[config.mk]
export PLATFORM = sky130hd
export DESIGN_NAME = eth_rx_framer
export DESIGN_NICKNAME = d
export VERILOG_FILES = /design/src/rtl/eth_pkg.sv /design/src/rtl/eth_crc32_d8.sv /design/src/rtl/eth_rx_framer.sv
export SDC_FILE = /design/constraint.sdc
export NUM_CORES = 1
export LEC_CHECK = 0
export CORE_UTILIZATION = 63
export DETAILED_ROUTE_END_ITERATION = 6
export DONT_BUFFER_PORTS = 1
export MAX_ROUTING_LAYER = met4
export PLACE_DENSITY = 0.79
export SETUP_SLACK_MARGIN = 0.02
export SLEW_MARGIN = 20
export SYNTH_ARGS = -nofsm -noshare
export SYNTH_HDL_FRONTEND = slang
export SYNTH_HIERARCHICAL = 1
export SYNTH_SLANG_ARGS = --single-unit
export TNS_END_PERCENT = 10
[constraint.sdc]
create_clock -name clk_125 -period 5.5 [get_ports clk_125]
set_input_delay 1.375 -clock clk_125 [delete_from_list [all_inputs] [get_ports clk_125]]
set_output_delay 1.375 -clock clk_125 [all_outputs]
set_load 0.02 [all_outputs]
[src/rtl/eth_pkg.sv]
// Shared constants, state type and CRC-32 byte step for the Ethernet receive framer.
package eth_pkg;

  localparam logic [7:0]  ETH_PREAMBLE    = 8'h55;
  localparam logic [7:0]  ETH_SFD         = 8'hD5;
  localparam logic [31:0] ETH_CRC_POLY    = 32'h04C11DB7;
  localparam logic [31:0] ETH_CRC_INIT    = 32'hFFFFFFFF;
  localparam logic [31:0] ETH_CRC_RESIDUE = 32'hDEBB20E3;

  typedef enum logic [1:0] {
    ST_IDLE     = 2'd0,
    ST_PREAMBLE = 2'd1,
    ST_PAYLOAD  = 2'd2,
    ST_DROP     = 2'd3
  } eth_state_e;

  // LSB-first CRC step over one byte, using the bit-reversed polynomial.
  function automatic logic [31:0] crc32_d8(input logic [31:0] crc, input logic [7:0] data);
    logic [31:0] rpoly;
    logic [31:0] c;
    for (int i = 0; i < 32; i++) begin
      rpoly[i] = ETH_CRC_POLY[31-i];
    end
    c = crc ^ {24'h000000, data};
    for (int b = 0; b < 8; b++) begin
      if (c[0]) begin
        c = {1'b0, c[31:1]} ^ rpoly;
      end else begin
        c = {1'b0, c[31:1]};
      end
    end
    return c;
  endfunction

endpackage

[src/rtl/eth_crc32_d8.sv]
// Combinational next-state of the reflected Ethernet CRC-32 register for one byte.
module eth_crc32_d8
  import eth_pkg::*;
(
  input  logic [31:0] crc_in,
  input  logic [7:0]  data,
  output logic [31:0] crc_out
);

  assign crc_out = crc32_d8(crc_in, data);

endmodule

[src/rtl/eth_rx_framer.sv]
// Ethernet receive framer: strips preamble, SFD and FCS and flags bad frames.
// Define ETH_RX_FCS_CHECK_EN to build the CRC-32 frame check.
module eth_rx_framer
  import eth_pkg::*;
#(
  parameter int MAX_FRAME_LEN = 1518,
  parameter int MIN_FRAME_LEN = 64
) (
  input  logic       clk_125,
  input  logic       rst_n,
  input  logic [7:0] rx_data,
  input  logic       rx_dv,
  input  logic       rx_er,
  output logic [7:0] m_data,
  output logic       m_valid,
  output logic       m_last,
  output logic       m_err,
  output logic       stat_frame_ok,
  output logic       stat_frame_bad
);

  localparam logic [10:0] MAX_LEN_C = 11'(MAX_FRAME_LEN);
  localparam logic [10:0] MIN_LEN_C = 11'(MIN_FRAME_LEN);
  localparam logic [10:0] DLY_LEN_C = 11'd5;

  eth_state_e      state_r;
  logic [2:0]      pre_cnt_r;
  logic [10:0]     count_r;
  logic            err_r;
  logic [4:0][7:0] dl_r;
  logic            crc_bad_s;
  logic            frame_bad_s;

`ifdef ETH_RX_FCS_CHECK_EN
  logic [31:0] crc_r;
  logic [31:0] crc_next_s;

  eth_crc32_d8 u_crc (
    .crc_in  (crc_r),
    .data    (rx_data),
    .crc_out (crc_next_s)
  );

  // CRC register: reseeded outside payload, advanced on every payload byte
  always_ff @(posedge clk_125 or negedge rst_n) begin
    if (!rst_n) begin
      crc_r <= ETH_CRC_INIT;
    end else if (state_r != ST_PAYLOAD) begin
      crc_r <= ETH_CRC_INIT;
    end else if (rx_dv) begin
      crc_r <= crc_next_s;
    end
  end

  assign crc_bad_s = (crc_r != ETH_CRC_RESIDUE);
`else
  assign crc_bad_s = 1'b0;
`endif

  // Verdict for a frame ending this cycle; count_r already includes the FCS bytes
  always_comb begin
    frame_bad_s = err_r | (count_r < MIN_LEN_C) | crc_bad_s;
  end

  // Framing FSM, five-byte FCS delay line and registered output beats
  always_ff @(posedge clk_125 or negedge rst_n) begin
    if (!rst_n) begin
      state_r        <= ST_IDLE;
      pre_cnt_r      <= 3'd0;
      count_r        <= 11'd0;
      err_r          <= 1'b0;
      dl_r           <= '0;
      m_data         <= 8'h00;
      m_valid        <= 1'b0;
      m_last         <= 1'b0;
      m_err          <= 1'b0;
      stat_frame_ok  <= 1'b0;
      stat_frame_bad <= 1'b0;
    end else begin
      m_data         <= 8'h00;
      m_valid        <= 1'b0;
      m_last         <= 1'b0;
      m_err          <= 1'b0;
      stat_frame_ok  <= 1'b0;
      stat_frame_bad <= 1'b0;
      case (state_r)
        ST_IDLE: begin
          if (rx_dv && (rx_data == ETH_PREAMBLE)) begin
            state_r   <= ST_PREAMBLE;
            pre_cnt_r <= 3'd1;
          end else if (rx_dv) begin
            state_r <= ST_DROP;
          end
        end
        ST_PREAMBLE: begin
          if (!rx_dv) begin
            state_r <= ST_IDLE;
          end else if (rx_data == ETH_SFD) begin
            state_r <= ST_PAYLOAD;
            count_r <= 11'd0;
            err_r   <= 1'b0;
          end else if ((rx_data == ETH_PREAMBLE) && (pre_cnt_r != 3'd7)) begin
            pre_cnt_r <= pre_cnt_r + 3'd1;
          end else begin
            state_r <= ST_DROP;
          end
        end
        ST_PAYLOAD: begin
          if (!rx_dv) begin
            state_r <= ST_IDLE;
            if (count_r >= DLY_LEN_C) begin
              m_data         <= dl_r[4];
              m_valid        <= 1'b1;
              m_last         <= 1'b1;
              m_err          <= frame_bad_s;
              stat_frame_ok  <= ~frame_bad_s;
              stat_frame_bad <= frame_bad_s;
            end else begin
              stat_frame_bad <= 1'b1;
            end
          end else if (count_r == MAX_LEN_C) begin
            // Oversize: close the frame with the byte still in the delay line
            state_r        <= ST_DROP;
            m_data         <= dl_r[4];
            m_valid        <= 1'b1;
            m_last         <= 1'b1;
            m_err          <= 1'b1;
            stat_frame_bad <= 1'b1;
          end else begin
            dl_r <= {dl_r[3:0], rx_data};
            if (count_r != 11'h7FF) begin
              count_r <= count_r + 11'd1;
            end
            if (rx_er) begin
              err_r <= 1'b1;
            end
            if (count_r >= DLY_LEN_C) begin
              m_data  <= dl_r[4];
              m_valid <= 1'b1;
            end
          end
        end
        ST_DROP: begin
          if (!rx_dv) begin
            state_r <= ST_IDLE;
          end
        end
        default: begin
          state_r <= ST_IDLE;
        end
      endcase
    end
  end

endmodule

; Word-level counts from Yosys, hierarchy flattened
; Cells that the tools add are included.
[word_totals]
reg_bits = 70
in_bits = 12
elab_cells = 99
[op_classes]
n_addsub = 2
magnitude_cmp = 2
eq_ne = 21
n_mux = 46
bitwise = 3
n_reduce_logical = 10
[ops]
columns = operator, count
row1 = $mux W11, 5
row2 = $mux W8, 4
row3 = $pmux W11 S2, 1
row4 = $mux W1, 21
row5 = $ne A2 B2 Y1 const B, 10
row6 = $mux W2, 8
row7 = $mux W3, 4
row8 = $reduce_and A6 Y1, 2
row9 = $add A11 B1 Y11 const B, 1
row10 = $eq A11 B11 Y1 const B, 1
row11 = $ge A11 B3 Y1 const B, 1
row12 = $lt A11 B7 Y1 const B, 1
row13 = $ne A11 B11 Y1 const B, 1
row14 = $ne A3 B3 Y1 const B, 3
row15 = $eq A8 B7 Y1 const B, 1
row16 = $eq A8 B8 Y1 const B, 1
row17 = $pmux W2 S4, 1
row18 = $pmux W3 S2, 1
row19 = $reduce_and A5 Y1, 1
row20 = $eq A2 B2 Y1 const B, 2
row21 = $ne A4 B4 Y1 const B, 1
row22 = $reduce_and A4 Y1, 1
row23 = $reduce_bool A2 Y1, 2
row24 = $add A3 B1 Y3 const B, 1
row25 = 7 further kinds, 9

; Logic depth before layout (Yosys ltp)
[depth]
word_depth = 6
mapped_depth = 8

; Worst setup path after synthesis
; OpenSTA, ideal clock, no wires.
[synth_timing]
kind = input -> register
from = input port rx_data[3]
to = register count_r[8]
setup_ns = 0.066
arrival_time_ns = 2.612
required_time_ns = 5.434
path_slack_ns = 2.822
path_stages = 5
n_path_buf = 0
path_cell_list = nand4bb_4 -> o31ai_4 -> o221ai_2 -> or4b_1 -> nand2_1
[synth_via]
elab_chain_len = 3
[synth_rtl]
columns = element, line
row1 = from (decl), eth_rx_framer.sv:11  ; input logic [7:0] rx_data,
row2 = $eq A8 B8 Y1, eth_rx_framer.sv:98  ; end else if (rx_data == ETH_SFD) begin
row3 = $ne A2 B2 Y1 (no line), --
row4 = $reduce_and A6 Y1 (no line), --
row5 = to (signal assigned), eth_rx_framer.sv:132  ; count_r <= count_r + 11'd1;
row6 = to (decl), eth_rx_framer.sv:28  ; logic [10:0] count_r;
; Every way passes these cells.
; A chain may end at the register's enable or synchronous reset.

; Worst setup path in the final report
; Same ends and word-level chain as after synthesis.

==> flow_summary_export.csv <==
group,metric,value,unit
worst_setup_path,rr_worst_depth,8,
worst_hold_path,hp-class,"reg2reg",
global_routing,grt_max_degree,71,
worst_setup_path,crit_path_top_delay_cell,"nor4b_2",
global_routing,grtUsageTotal,22.3,%
synthesis,ys_types,53,
worst_setup_path,path_class,"in2reg",
place,hpwl,3210,µm
synthesis,synth_seq_cells,70,
sta,rsz0062_at_grt,"no",
synthesis,synth_nets,252,
worst_setup_path,path_cells,"nand4bb_4 -> nor4b_2 -> nand4_2 -> or4b_1 -> nand2_1",
worst_setup_path,cp_num_buf_inv,0,
cells_and_area,layout.nets,256,
sta,hold_violations,0,
worst_setup_path,critical_path.max_stage_delay,0.57,ns
die,ios,25,
sta,max_slew_margin,51.4,%
clock_tree,ctsHoldBuffers,0,
synthesis,synth_area,3090,µm²
worst_setup_path,crit_family,"simple AND/OR/NAND/NOR gates",
routing,vias,1853,
worst_setup_path,worst_ep_arrival_time,2.77,ns
sta,fin_skew,0.00751,ns
worst_setup_path,crit_fanout,8,
clock_tree,cts_sinks,70,
cells_and_area,areaGrowthSynthToFinish,7.32,%
routing,drc,0,
global_routing,grt_first_pass_wirelength,8380,µm
routing,wl_met3,281,µm
cells_and_area,post-route-util,70.3,%
cells_and_area,n_antenna_cell,0,
sta,worstMarginPinSlew,0.727,ns
flow_run,maxCapViolCount,0,
clock_tree,cts_setup_buffers,0,
synthesis,yosysSeqAreaShare,56.6,%
sta,setup_tns,0,ns
synthesis,synthFlopType,"dfrtp_1",
worst_setup_path,worstPathRequired,5.74,ns
synthesis,async_flop_share,100,%
clock_tree,numCtsBuffers,9,
global_routing,antenna_found_initial,0,
routing,dr.pass1.iters,4,
routing,drt_iter0_markers,157,
cells_and_area,num-fill-cells,330,
clock_tree,clkSlewWorstSetupHoldPaths,0.08,ns
global_routing,grt-ovfl-total,0,
die,die_y,72.1,µm
sta,setup_violations,0,
synthesis,synth-edff-count,0,
routing,met2_length,2070,µm
power_and_ir_drop,p_leak,1.49,nW
clock_tree,clk_latency,0.35,ns
power_and_ir_drop,power,1.29,mW
sta,fin_crit_sh,46.1,%
worst_setup_path,cp-start-kind,"input port",
routing,ant_nets,0,
routing,routed.top_layer,"met4",
clock_tree,clk_path_buf_depth,2,
sta,max_freq,395,MHz
synthesis,ys.warnings.count,6,
routing,post_drt_wl_per_cell,15.6,µm
routing,m1WireLength,2370,µm
run_status,outcome,"complete, no violations",
power_and_ir_drop,p_per_area,390,nW/µm²
routing,viasPerCell,5.96,
sta,period_minus_slack,2.53,ns
sta,slew_violations,0,
synthesis,synth_cells,235,
synthesis,syn-mean-instance-area,13.2,µm²
die,fp.dieArea,5190,µm²
worst_setup_path,crit_cells,5,
clock_tree,cts_htree_levels,3,
die,rows,25,
global_routing,grt_pass1_vias,1741,
worst_hold_path,hold_depth,1,
die,die_w,72.1,µm
place,port_buffers,0,
worst_setup_path,end_kind,"register",
clock_tree,cts_tree,"built",
power_and_ir_drop,peakVddDrop,0.257,mV
routing,drt_wl_total,4840,µm
die,core-area,4720,µm²
place,gp_congestion,0.904,
clock_tree,cts_resized,0,
die,start_util,65.5,%
cells_and_area,drive_above_1_share,11.1,%
clock_tree,cts_root_buf,"clkbuf_8",
-- layer usage --
metal  track usage (%)  vias to the layer above
met1              32.6                      896
met2              28.2                       63
met4              9.80                        0
met5                 -                        -
met3              7.22                       10
li1                  -                      884
-- cells in the mapped netlist, types with 3 or more instances --
cell type	instances	area [µm²]
inv_1	5	18.8
nor2b_1	3	18.8
nand2_1	11	41.3
a21oi_1	3	15.0
a31oi_1	3	18.8
nor2_1	11	41.3
dfrtp_1	70	1750
o21a_1	3	22.5
and2_1	8	50.1
buf_6	4	45.0
nand3_1	10	50.1
and3_1	3	18.8
mux2_1	40	450
nand4_1	3	18.8
mux2i_1	3	30.0
ha_1	5	62.6
-- stage by stage --
stage / setup WS, ns / hold slack (ns) / std cells / area, µm²
final: 2.97 / 0.474 / 311 / 3320
after global placement: 2.63 / 0.460 / 294 / 3120
after detailed placement: 2.59 / 0.464 / 294 / 3120
after CTS: 2.89 / 0.482 / 310 / 3300
after global routing: 2.85 / 0.504 / 311 / 3320
after floorplan: 2.82 / 0.446 / 235 / 3090
-- area by class of cell --
type	instances	area, µm²	area share, %
Sequential cell	70	1750	52.8
Clock inverter	6	46.3	1.39
Clock buffer	10	138	4.15
Multi-Input combinational cell	152	1260	38.0
Tap cell	67	83.8	2.53
Inverter	5	18.8	0.565
Timing Repair Buffer	1	20.0	0.603
-- sequential cells by signal, indices dropped and copies added (netlist names) --
| name | cells |
|---|---|
| stat_frame_ok | 1 |
| m_err | 1 |
| state_r | 2 |
| m_data | 8 |
| m_last | 1 |
| stat_frame_bad | 1 |
| dl_r | 40 |
| m_valid | 1 |
| pre_cnt_r | 3 |
| err_r | 1 |
| count_r | 11 |
-- cell usage in the layout (no fill, tap or decap), drive strengths merged, types with 2 or more instances in the layout --
cell,count
nand3,10
o21a,3
a21oi,3
mux2i,3
and2,8
dfrtp,70
clkbuf,10
and3,3
nand2b,2
or4,2
o2bb2ai,2
nor4b,3
o21ai,4
and4,2
nor3,2
nand2,11
nor2b,3
o31ai,2
clkinv,3
a31oi,3
clkinvlp,2
mux2,41
ha,5
a22oi,2
nor2,13
nand4,5
inv,6
a41oi,2
-- worst reg2reg max path, cell delays in order (launching register included) --
cell	delay, ns
dfrtp_1	0.44
inv_1	0.07
ha_1	0.21
and4bb_1	0.22
nand4_2	0.15
nand2_1	0.13
nor2_4	0.37
buf_12	0.25
mux2_1	0.36
-- path summary, 6_finish.rpt --
check	startpoint	slack, ns	end
worst min-delay path	dl_r[34]	0.47	m_data[2]
min in group asynchronous	rst_n	0.71	m_data[2]
worst min register to register	dl_r[34]	0.47	m_data[2]
worst max register to register	count_r[0]	3.18	dl_r[6]
max in group asynchronous	rst_n	4.68	count_r[4]
worst max-delay path	rx_data[3]	2.97	count_r[8]
-- power by group --
part / internal [mW] / switching, mW / total (mW)
clock network: 0.178 / 0.198 / 0.376
registers: 0.658 / 0.0991 / 0.757
logic: 0.0927 / 0.0669 / 0.160
-- kinds of logic after synthesis --
| kind of cell | after synthesis | share of synthesized area [%] |
|---|---|---|
| AND/OR/NAND/NOR | 72 | 14.8 |
| flip-flops | 70 | 56.6 |
| multiplexers | 44 | 15.9 |
| AO/OA/AOI/OAI | 31 | 7.85 |
| buffers and inverters | 13 | 2.75 |
| adder cells (fa/ha/maj) | 5 | 2.02 |
(Power assumes the default switching activity.)
